## config.mk

```make
export PLATFORM = sky130hd
export DESIGN_NAME = vga_sink_monitor
export DESIGN_NICKNAME = d
export VERILOG_FILES = /design/src/rtl/vga_sink_pkg.sv /design/src/rtl/vga_edge_det.sv /design/src/rtl/vga_sink_monitor.sv
export SDC_FILE = /design/constraint.sdc
export NUM_CORES = 1
export LEC_CHECK = 0
export BUFFER_PORTS_ARGS = -buffer_cell sky130_fd_sc_hd__buf_4
export CAP_MARGIN = 10
export CORE_MARGIN = 1
export CORE_UTILIZATION = 49
export CTS_BUF_LIST = sky130_fd_sc_hd__clkbuf_8
export CTS_CLUSTER_SIZE = 12
export DETAILED_ROUTE_END_ITERATION = 7
export HOLD_SLACK_MARGIN = 0.08
export PLACE_DENSITY = 0.71
export SLEW_MARGIN = 5
export SYNTH_ARGS = -nofsm -noshare
export SYNTH_HDL_FRONTEND = slang
export SYNTH_SLANG_ARGS = --single-unit
```

## constraint.sdc

```tcl
create_clock -name sys_clk -period 6.4 [get_ports sys_clk]
set_input_delay 0.32 -clock sys_clk [delete_from_list [all_inputs] [get_ports sys_clk]]
set_output_delay 0.32 -clock sys_clk [all_outputs]
set_load 0.05 [all_outputs]
```

## src/rtl/vga_sink_pkg.sv

```systemverilog
// rtl/vga_sink_pkg.sv - shared state encoding and defaults for the VGA sink monitor
package vga_sink_pkg;

    localparam int CNT_W_DEF = 11;

    typedef enum logic [1:0] {
        ST_IDLE    = 2'd0,
        ST_ACQUIRE = 2'd1,
        ST_LOCKED  = 2'd2
    } mon_state_t;

endpackage

```

## src/rtl/vga_edge_det.sv

```systemverilog
// rtl/vga_edge_det.sv - registered single-edge detector on an already-registered level
module vga_edge_det #(
    parameter bit RISING = 1'b0
) (
    input  logic clk,
    input  logic rst,
    input  logic level,
    output logic pulse
);

    logic level_prev;

    always_ff @(posedge clk or posedge rst) begin
        if (rst) begin
            level_prev <= 1'b0;
        end else begin
            level_prev <= level;
        end
    end

    assign pulse = RISING ? (level & ~level_prev) : (level_prev & ~level);

endmodule

```

## src/rtl/vga_sink_monitor.sv

```systemverilog
// rtl/vga_sink_monitor.sv - VGA timing measurement, pixel coordinates, lit bbox and lock tracking
module vga_sink_monitor
    import vga_sink_pkg::*;
#(
    parameter int CNT_W       = CNT_W_DEF,
    parameter int LOCK_FRAMES = 2
) (
    input  logic             sys_clk,
    input  logic             rst,
    input  logic [2:0]       VGA_R,
    input  logic [2:0]       VGA_G,
    input  logic [1:0]       VGA_B,
    input  logic             VGA_HS,
    input  logic             VGA_VS,
    input  logic             VGA_BLANK_N,
    output logic [CNT_W-1:0] pix_x,
    output logic [CNT_W-1:0] pix_y,
    output logic             pix_valid,
    output logic             pix_lit,
    output logic [CNT_W-1:0] h_active,
    output logic [CNT_W-1:0] v_active,
    output logic [CNT_W-1:0] h_total,
    output logic [CNT_W-1:0] bbox_x0,
    output logic [CNT_W-1:0] bbox_y0,
    output logic [CNT_W-1:0] bbox_x1,
    output logic [CNT_W-1:0] bbox_y1,
    output logic             bbox_valid,
    output logic             frame_done,
    output logic             locked,
    output logic             err
);

    typedef logic [CNT_W-1:0] cnt_t;
    localparam cnt_t CNT_MAX  = '1;
    localparam cnt_t LOCK_TGT = cnt_t'(LOCK_FRAMES - 1);

    logic       hs_q, vs_q, blank_q;
    logic [7:0] rgb_q;
    logic       hs_fall, vs_fall, blank_fall;

    mon_state_t state, state_next;
    cnt_t       match_cnt, match_next;
    logic       lock_err;

    cnt_t x_cnt, y_cnt, h_cnt, h_tot_line, h_act_line;
    cnt_t bb_x0, bb_y0, bb_x1, bb_y1;
    logic bb_any, sat_seen;

    cnt_t x_base, x_next, y_base, y_inc;
    cnt_t h_tot_now, h_act_now, v_act_now;
    logic x_sat, y_sat, h_sat, cur_lit, same, sat_err, frame_end;

    always_ff @(posedge sys_clk or posedge rst) begin
        if (rst) begin
            hs_q    <= 1'b0;
            vs_q    <= 1'b0;
            blank_q <= 1'b0;
            rgb_q   <= '0;
        end else begin
            hs_q    <= VGA_HS;
            vs_q    <= VGA_VS;
            blank_q <= VGA_BLANK_N;
            rgb_q   <= {VGA_R, VGA_G, VGA_B};
        end
    end

    vga_edge_det #(.RISING(1'b0)) u_hs_edge    (.clk(sys_clk), .rst(rst), .level(hs_q),    .pulse(hs_fall));
    vga_edge_det #(.RISING(1'b0)) u_vs_edge    (.clk(sys_clk), .rst(rst), .level(vs_q),    .pulse(vs_fall));
    vga_edge_det #(.RISING(1'b0)) u_blank_edge (.clk(sys_clk), .rst(rst), .level(blank_q), .pulse(blank_fall));

    // The *_now values fold in this cycle's edges so a frame start coinciding with a line end snapshots the finished line.
    always_comb begin
        x_base    = hs_fall ? '0 : x_cnt;
        x_sat     = blank_q && (x_base == CNT_MAX);
        x_next    = blank_q ? (x_sat ? CNT_MAX : x_base + 1'b1) : x_base;
        y_base    = vs_fall ? '0 : y_cnt;
        y_sat     = blank_fall && (y_cnt == CNT_MAX);
        y_inc     = y_sat ? CNT_MAX : y_cnt + 1'b1;
        h_sat     = !hs_fall && (h_cnt == CNT_MAX);
        h_tot_now = hs_fall ? h_cnt : h_tot_line;
        h_act_now = blank_fall ? x_cnt : h_act_line;
        v_act_now = blank_fall ? y_inc : y_cnt;
        cur_lit   = blank_q && (rgb_q != 8'd0);
        same      = (h_act_now == h_active) && (v_act_now == v_active) && (h_tot_now == h_total);
        frame_end = vs_fall && (state != ST_IDLE);
        sat_err   = (x_sat || y_sat || h_sat) && !(sat_seen && !vs_fall) && (state != ST_IDLE);
    end

    always_comb begin
        state_next = state;
        match_next = match_cnt;
        lock_err   = 1'b0;
        if (vs_fall) begin
            case (state)
                ST_IDLE: begin
                    state_next = ST_ACQUIRE;
                    match_next = '0;
                end
                ST_ACQUIRE: begin
                    match_next = same ? match_cnt + 1'b1 : '0;
                    if (match_next >= LOCK_TGT) begin
                        state_next = ST_LOCKED;
                        match_next = '0;
                    end
                end
                ST_LOCKED: begin
                    if (!same) begin
                        state_next = ST_ACQUIRE;
                        match_next = '0;
                        lock_err   = 1'b1;
                    end
                end
                default: state_next = ST_IDLE;
            endcase
        end
    end

    assign locked = (state == ST_LOCKED);

    always_ff @(posedge sys_clk or posedge rst) begin
        if (rst) begin
            state      <= ST_IDLE;
            match_cnt  <= '0;
            x_cnt      <= '0;
            y_cnt      <= '0;
            h_cnt      <= '0;
            h_tot_line <= '0;
            h_act_line <= '0;
            bb_any     <= 1'b0;
            bb_x0      <= '0;
            bb_y0      <= '0;
            bb_x1      <= '0;
            bb_y1      <= '0;
            sat_seen   <= 1'b0;
            pix_x      <= '0;
            pix_y      <= '0;
            pix_valid  <= 1'b0;
            pix_lit    <= 1'b0;
            h_active   <= '0;
            v_active   <= '0;
            h_total    <= '0;
            bbox_x0    <= '0;
            bbox_y0    <= '0;
            bbox_x1    <= '0;
            bbox_y1    <= '0;
            bbox_valid <= 1'b0;
            frame_done <= 1'b0;
            err        <= 1'b0;
        end else begin
            state      <= state_next;
            match_cnt  <= match_next;
            x_cnt      <= x_next;
            y_cnt      <= vs_fall ? '0 : (blank_fall ? y_inc : y_cnt);
            h_cnt      <= hs_fall ? cnt_t'(1) : (h_sat ? CNT_MAX : h_cnt + 1'b1);
            h_tot_line <= h_tot_now;
            h_act_line <= h_act_now;
            sat_seen   <= (sat_seen && !vs_fall) || x_sat || y_sat || h_sat;

            pix_valid <= blank_q;
            pix_lit   <= cur_lit;
            if (blank_q) begin
                pix_x <= x_base;
                pix_y <= y_base;
            end

            // A pixel on the frame-start cycle already belongs to the new frame.
            if (vs_fall) begin
                bb_any <= cur_lit;
                bb_x0  <= x_base;
                bb_x1  <= x_base;
                bb_y0  <= y_base;
                bb_y1  <= y_base;
            end else if (cur_lit) begin
                bb_any <= 1'b1;
                if (!bb_any || x_base < bb_x0) bb_x0 <= x_base;
                if (!bb_any || x_base > bb_x1) bb_x1 <= x_base;
                if (!bb_any || y_base < bb_y0) bb_y0 <= y_base;
                if (!bb_any || y_base > bb_y1) bb_y1 <= y_base;
            end

            frame_done <= frame_end;
            if (frame_end) begin
                h_active   <= h_act_now;
                v_active   <= v_act_now;
                h_total    <= h_tot_now;
                bbox_valid <= bb_any;
                if (bb_any) begin
                    bbox_x0 <= bb_x0;
                    bbox_y0 <= bb_y0;
                    bbox_x1 <= bb_x1;
                    bbox_y1 <= bb_y1;
                end
            end

            err <= lock_err || sat_err;
        end
    end

endmodule
```

Yosys cells after proc, flatten, opt, wreduce, memory -nomap -nowiden
Cells that the tools add are included.
{ "word_totals": {"reg_bits": 231, "out_inout_bits": 105} }
{ "op_classes": {"n_reduce_logical": 40, "n_eq_ne": 10, "n_lt_le_gt_ge": 5, "n_addsub": 4, "n_mux": 35, "n_bitwise": 6} }
{ "ops": {"columns": ["op", "n"], "rows": [
  ["11-bit two-way mux", 26],
  ["11-bit by 1-bit adder with 11-bit output (second input constant)", 4],
  ["11-bit == test", 3],
  ["11-bit == test (second input constant)", 3],
  ["11-bit one-hot mux with 3 select lines", 1],
  ["11-bit > comparator", 2],
  ["11-bit < comparator", 2],
  ["2-bit nonzero test", 6],
  ["11-bit by 1-bit greater-or-equal comparator with 1-bit output (second input constant)", 1],
  ["1-bit logical AND", 10],
  ["1-bit logical OR", 10],
  ["2-bit AND reduction", 5],
  ["8-bit nonzero test", 1],
  ["2-bit one-hot mux with 3 select lines", 1],
  ["3-bit AND reduction", 2],
  ["1-bit two-way mux", 5],
  ["1-bit zero test", 4],
  ["2-bit two-way mux", 2],
  ["2-bit != test (second input constant)", 2],
  ["1-bit AND", 3],
  ["1-bit NOT", 3],
  ["3-bit nonzero test", 1],
  ["2-bit by 1-bit == test with 1-bit output (second input constant)", 1],
  ["2-bit == test (second input constant)", 1],
  ["2-bit zero test", 1]
]} }

Longest topological paths before layout
{ "depth": {"ltp_word": 12, "ltp_mapped": 15} }

Hierarchy
A second synthesis with hierarchy kept.
{ "hier_totals": {"hier_cells": 1063, "area_unflattened_um2": 11075.6} }
{ "by_module_without_submodules": {"columns": ["mod", "seq_area_each_um2", "n_inst", "cells_per_inst", "area_per_inst_um2"], "rows": [
  ["vga_sink_monitor", 5730.5, 1, 1054, 10948.0],
  ["vga_edge_det", 25.0, 3, 3, 42.5]
]} }

Least setup slack after synthesis
No wires, ideal clock.
{ "synth_timing": {"path_type": "register -> register", "from": "register vs_q", "to": "register bb_y1[0]", "required_ns": 6.319, "period_less_slack_ns": 3.070, "arrival_time_ns": 2.989, "stages_incl_launch_ff": 16, "path_slack_ns": 3.330, "setup_ns": 0.081, "path_cell_list": "dfrtp_1 -> nand2b_1 -> clkbuf_1 -> clkbuf_1 -> nand2_1 -> inv_1 -> ha_1 -> nor2b_1 -> o21a_1 -> o21ai_0 -> a21oi_1 -> o221a_2 -> o21ai_0 -> a211oi_1 -> clkbuf_1 -> mux2i_1"} }
{ "synth_via": {"elab_chain_len": 7} }
{ "synth_lines": {"columns": ["element", "line", "rtl"], "rows": [
  ["from (decl)", "vga_sink_monitor.sv:37", "logic hs_q, vs_q, blank_q;"],
  ["from (signal assigned)", "vga_sink_monitor.sv:56", "vs_q <= 1'b0;"],
  ["from (signal assigned)", "vga_sink_monitor.sv:61", "vs_q <= VGA_VS;"],
  ["1-bit NOT", "vga_edge_det.sv:21", "assign pulse = RISING ? (level & ~level_prev) : (level_prev & ~level);"],
  ["1-bit AND", "vga_edge_det.sv:21", null],
  ["11-bit two-way mux", "vga_sink_monitor.sv:76", "y_base = vs_fall ? '0 : y_cnt;"],
  ["net y_base[1]", "vga_sink_monitor.sv:49", "cnt_t x_base, x_next, y_base, y_inc;"],
  ["11-bit > comparator", "vga_sink_monitor.sv:178", "if (!bb_any || y_base > bb_y1) bb_y1 <= y_base;"],
  ["1-bit logical OR", "vga_sink_monitor.sv:178", null],
  ["2-bit nonzero test (no line)", null, null],
  ["2-bit AND reduction (no line)", null, null],
  ["to (signal assigned)", "vga_sink_monitor.sv:172", "bb_y1 <= y_base;"],
  ["to (signal assigned)", "vga_sink_monitor.sv:178", null],
  ["to (decl)", "vga_sink_monitor.sv:46", "cnt_t bb_x0, bb_y0, bb_x1, bb_y1;"]
]} }
The timed path passes the listed nets, and every way through them passes these cells. The select of a mux whose other input is x is not followed.
A chain may end at the register's enable or synchronous reset.

Worst setup path after layout
{ "layout_timing": {"from": "register hs_q", "to": "register err"} }
{ "layout_via": {"elab_chain_len": 10} }
{ "layout_lines": {"columns": ["element", "line", "rtl"], "rows": [
  ["from (decl)", "vga_sink_monitor.sv:37", null],
  ["from (signal assigned)", "vga_sink_monitor.sv:55", "hs_q <= 1'b0;"],
  ["from (signal assigned)", "vga_sink_monitor.sv:60", "hs_q <= VGA_HS;"],
  ["1-bit NOT", "vga_edge_det.sv:21", null],
  ["1-bit AND", "vga_edge_det.sv:21", null],
  ["11-bit two-way mux", "vga_sink_monitor.sv:73", "x_base = hs_fall ? '0 : x_cnt;"],
  ["net x_base[0]", "vga_sink_monitor.sv:49", null],
  ["11-bit == test", "vga_sink_monitor.sv:74", "x_sat = blank_q && (x_base == CNT_MAX);"],
  ["1-bit logical AND", "vga_sink_monitor.sv:74", null],
  ["1-bit logical OR (2 in a row)", "vga_sink_monitor.sv:86", "sat_err = (x_sat || y_sat || h_sat) && !(sat_seen && !vs_fall) && (state != ST_IDLE);"],
  ["1-bit logical AND (2 in a row)", "vga_sink_monitor.sv:86", null],
  ["1-bit logical OR", "vga_sink_monitor.sv:195", "err <= lock_err || sat_err;"],
  ["to (signal assigned)", "vga_sink_monitor.sv:195", null],
  ["to (decl)", "vga_sink_monitor.sv:30", "output logic err"]
]} }
The timed path passes the listed nets, and every way through them passes these cells.

==> results summary <==
The flow ran to the end, but the final reports show violations. The checks that failed: design-rule violations. The number of buffers inserted during clock tree synthesis came out at 39. The H-tree depth reported by CTS came out at 2. Ranked by instance count, the synthesized netlist is headed by dfrtp_1 (231), nand2_1 (177), o21ai_0 (93). The total via count after detailed routing is 8,497. The number of clock sinks came out at 231. For the final routed database, the setup TNS stands at 0 ns. The internal portion of total power is 0.00276 W. The clock reaches the later pin of the worst-skew pair after 0.56 ns.

The initial antenna violation count was 0. The highest-delay cell along the critical path is nand2b_1. No sink is reached through more buffers than the 3 on the longest clock path.

The power share of the clock group is 31.0%. The synthesized design contains 0 enable-type register cells. The worst setup path startpoint is hs_q. For this run, the number of Yosys warnings is 0. Entering global routing, the biggest net connects 87 pins.

The global placement routability congestion is 0.892. Synthesis produced a netlist whose cell count is 1,105. The total of cells resized after clock tree synthesis is 0. The minimum setup slack among reg-to-reg paths is 2.51 ns. The master cell of the clock root buffer is clkbuf_8.

Across the routed clock network, the largest skew measured is 0.0523 ns. Measured in cells, the most critical reg-to-reg path has a length of 12. Power spread over the standard cell area amounts to 320 mW/mm². The endpoint required time on the critical path is 6.84 ns.

In this run the power spent charging and discharging nets is 0.00146 W. The async set-or-reset flop fraction in the synthesized netlist came out at 100%. The hold violation total from the final report is 0. The total congestion overflow is 0. The placed wire-length estimate after detailed placement came out at 18,700 µm. The effective utilization at floorplan came out at 50.5%. The utilization after layout came out at 59.8%.

In this run the critical register-to-register path is launched from hs_q. The critical path's largest stage delay is 0.56 ns. The most common flop cell mapped by yosys is dfrtp_1. The cts-stage hold buffer count is 12.

The final critical delay including setup and external delays came out at 3.89 ns. Following the worst setup path forward leads to its endpoint at err. Summed over all cells, the static leakage comes to 6.51 nW.

The die is 153 µm tall. The signal on the critical path passes through nand2b_1 > nand2_1 > inv_1 > ha_1 > and3_1 > nand3_1 > nor3_1 > nand4_1 > o211a_1 > o21ai_0 > o21ai_0 > a211oi_1. In this run the tightest slew margin relative to its limit is 41.2%. The largest fanout on the critical path came out at 19.

The post-CTS setup buffer count is 0. Yosys mapped the design onto 75 distinct sky130hd cell types. The worst endpoint data arrival time came out at 4.32 ns. The mean instance size in the synthesized netlist came out at 10.1 µm². The highest ir drop seen on vdd came out at 0.243 mV. The antenna violation net count after detailed routing is 0. The first global-routing pass estimated 43,500 µm of wire.

For the pin with the worst max-slew slack, the measured transition is 0.882 ns. In the post-synthesis netlist, the biggest area contributors are dfrtp_1 (52%), nand2_1 (6.0%), ha_1 (5.2%), mux2_2 (5.0%), o21ai_0 (4.2%). After synthesis the netlist holds a flip-flop and latch count of 231.

In this design, the critical path's most frequently occurring cell is o21ai_0. The post-synth net total is 1,164. The remaining design rule violation count came out at 10. In this run the count of I/O pins placed on the die edge is 118. The number of iterations in the first detailed-routing pass is 8.

The worst hold path begins at vs_q. In the post-synthesis netlist, the cell with the most instances is dfrtp_1. The clock tree from TritonCTS is built. In this run the horizontal extent of the chip is 153 µm. The repair_antennas step left the layout with diodes totalling 0. The worst setup path category is flop to flop.

For this block, the initial DRC count from the detailed router was 469. After clock tree synthesis, the clock-pin slew on the worst setup and hold paths is 0.06 ns. The kind of start point of the critical path is a flop. The fraction of the yosys area taken by sequential cells came out at 51.9%. The die footprint came out at 0.0233 mm². Net switching is 34.6% of the power. The number of core rows is 54. The worst register-to-register path ends at err. The relative contribution of sequential cells to total power is 41.7%. The net count reported at finish is 1,295. The post-route netlist has 21.2% of its cells at a drive strength greater than 1.

The combinational fraction of design power came out at 27.3%. The period utilization came out at 60.7%. The count of filler cells inserted in the layout is 1,884.

Global routing used 23.4% of the available tracks across all layers. The netlist area before placement came out at 0.0111 mm². Setup repair after global routing left no endpoint under its margin. The per-cell via count in the routed design is 5.51. Dividing the detail-routed wire length by the instance count gives 17.2 µm. The top cell type's share of synthesized area is 51.9%.

The worst setup path is captured at a flop. The via count of the first global-routing pass came out at 8,383. The layout-stage area growth over the synthesis result came out at 18.4%. The upper clock frequency limit came out at 0.257 GHz.

The setup-violating endpoint count in the final report came out at 0. Wires add up to 26,600 µm. The biggest area contributor in the post-synthesis netlist is dfrtp_1. The count of buffers inserted at the top-level ports is 117.

Max-cap violations in this run came to 0. After floorplanning, the core was sized to cover 0.0220 mm². The number of slew-limit violations in the final report came out at 0. In this run the worst hold path is classified as flop to flop.
logic make-up after synthesis:
family                   share of synthesized area, %
adder cells (fa/ha/maj)                          5.17
XOR/XNOR                                         3.15
flip-flops                                       51.9
AO/OA/AOI/OAI                                    12.9
multiplexers                                     6.40
AND/OR/NAND/NOR                                  15.4
buffers and inverters                            5.06
worst min path at each step:
stage	endpoint	slack, ns	cells after the start
after global routing	rgb_q[5]	0.42	2
after detailed placement	u_hs_edge.level_prev	0.40	0
final	u_vs_edge.level_prev	0.40	0
after floorplan	blank_q	0.35	0
after CTS	rgb_q[7]	0.39	2
after global placement	u_vs_edge.level_prev	0.37	0
per-stage QoR:
step	hold slack [ns]	power [W]	setup slack (ns)	instances	instance area [µm²]
finish	0.403	0.00422	2.51	1542	13200
global route	0.422	0.00443	2.25	1542	13200
CTS	0.392	0.00424	2.53	1540	13200
detailed placement	0.397	0.00292	2.54	1461	12300
global placement	0.375	0.00290	2.61	1461	12300
floorplan	0.351	0.00259	3.06	1105	11100
layout by cell type (no fill, tap or decap), types with 3 or more instances in the layout:
cell           count
and2_1            10
and3_1             6
o22ai_1            9
inv_1            101
clkinv_2           4
nand2b_1           5
nand3_1           19
mux2i_1           16
ha_1              46
xnor2_1           15
a221oi_1           5
clkbuf_8          52
nand4_1           25
nor2b_1           14
mux2_2            49
a21o_1             4
dfrtp_1          231
xor2_1            25
buf_4            131
nor3_1             8
a21boi_0           3
a22oi_1            3
a211oi_1           5
nor2b_2            9
o21a_1            11
a2111oi_2          3
a2111oi_0          4
nor2_1            49
o21ai_0           93
nor4_1             8
nand2_1          176
a21oi_1           34
or3_1              3
o211ai_1          16
nand3b_1           3
a31oi_1            6
dlygate4sd3_1     12
routing by layer:
layer  share of wire [%]  global-route usage [%]  vias up
met5                   0                       0        -
met1                  44                    31.8     4132
li1                    -                       -     4077
met3                 5.9                    4.49       49
met4                 2.1                    7.02        0
met2                  48                    38.1      239
critical path: cells and delay by family, from the launching register on:
family / cells / cell delay, ns
simple gates: 6 / 2.03
compound gates: 4 / 0.86
flops: 1 / 0.36
buf+inv: 1 / 0.30
fa+ha+maj: 1 / 0.24
final cells by class:
cell class	count	area (µm²)	area share, %
flip-flops and latches	231	5780	43.9
inverters	92	349	2.65
repair buffers	143	1100	8.37
multi-input cells	729	4810	36.5
well taps	280	350	2.66
clock inverters	15	68.8	0.522
clock buffers	52	716	5.43
power by group through the flow:
stage | clock network (W) | logic, W | registers [W]
floorplan | 0 | 0.000598 | 0.00199
global placement | 0 | 0.00112 | 0.00178
detailed placement | 0 | 0.00114 | 0.00178
CTS | 0.00134 | 0.00115 | 0.00176
global route | 0.00141 | 0.00125 | 0.00178
finish | 0.00131 | 0.00115 | 0.00176
No activity file was read; power rests on OpenSTA's default activity.
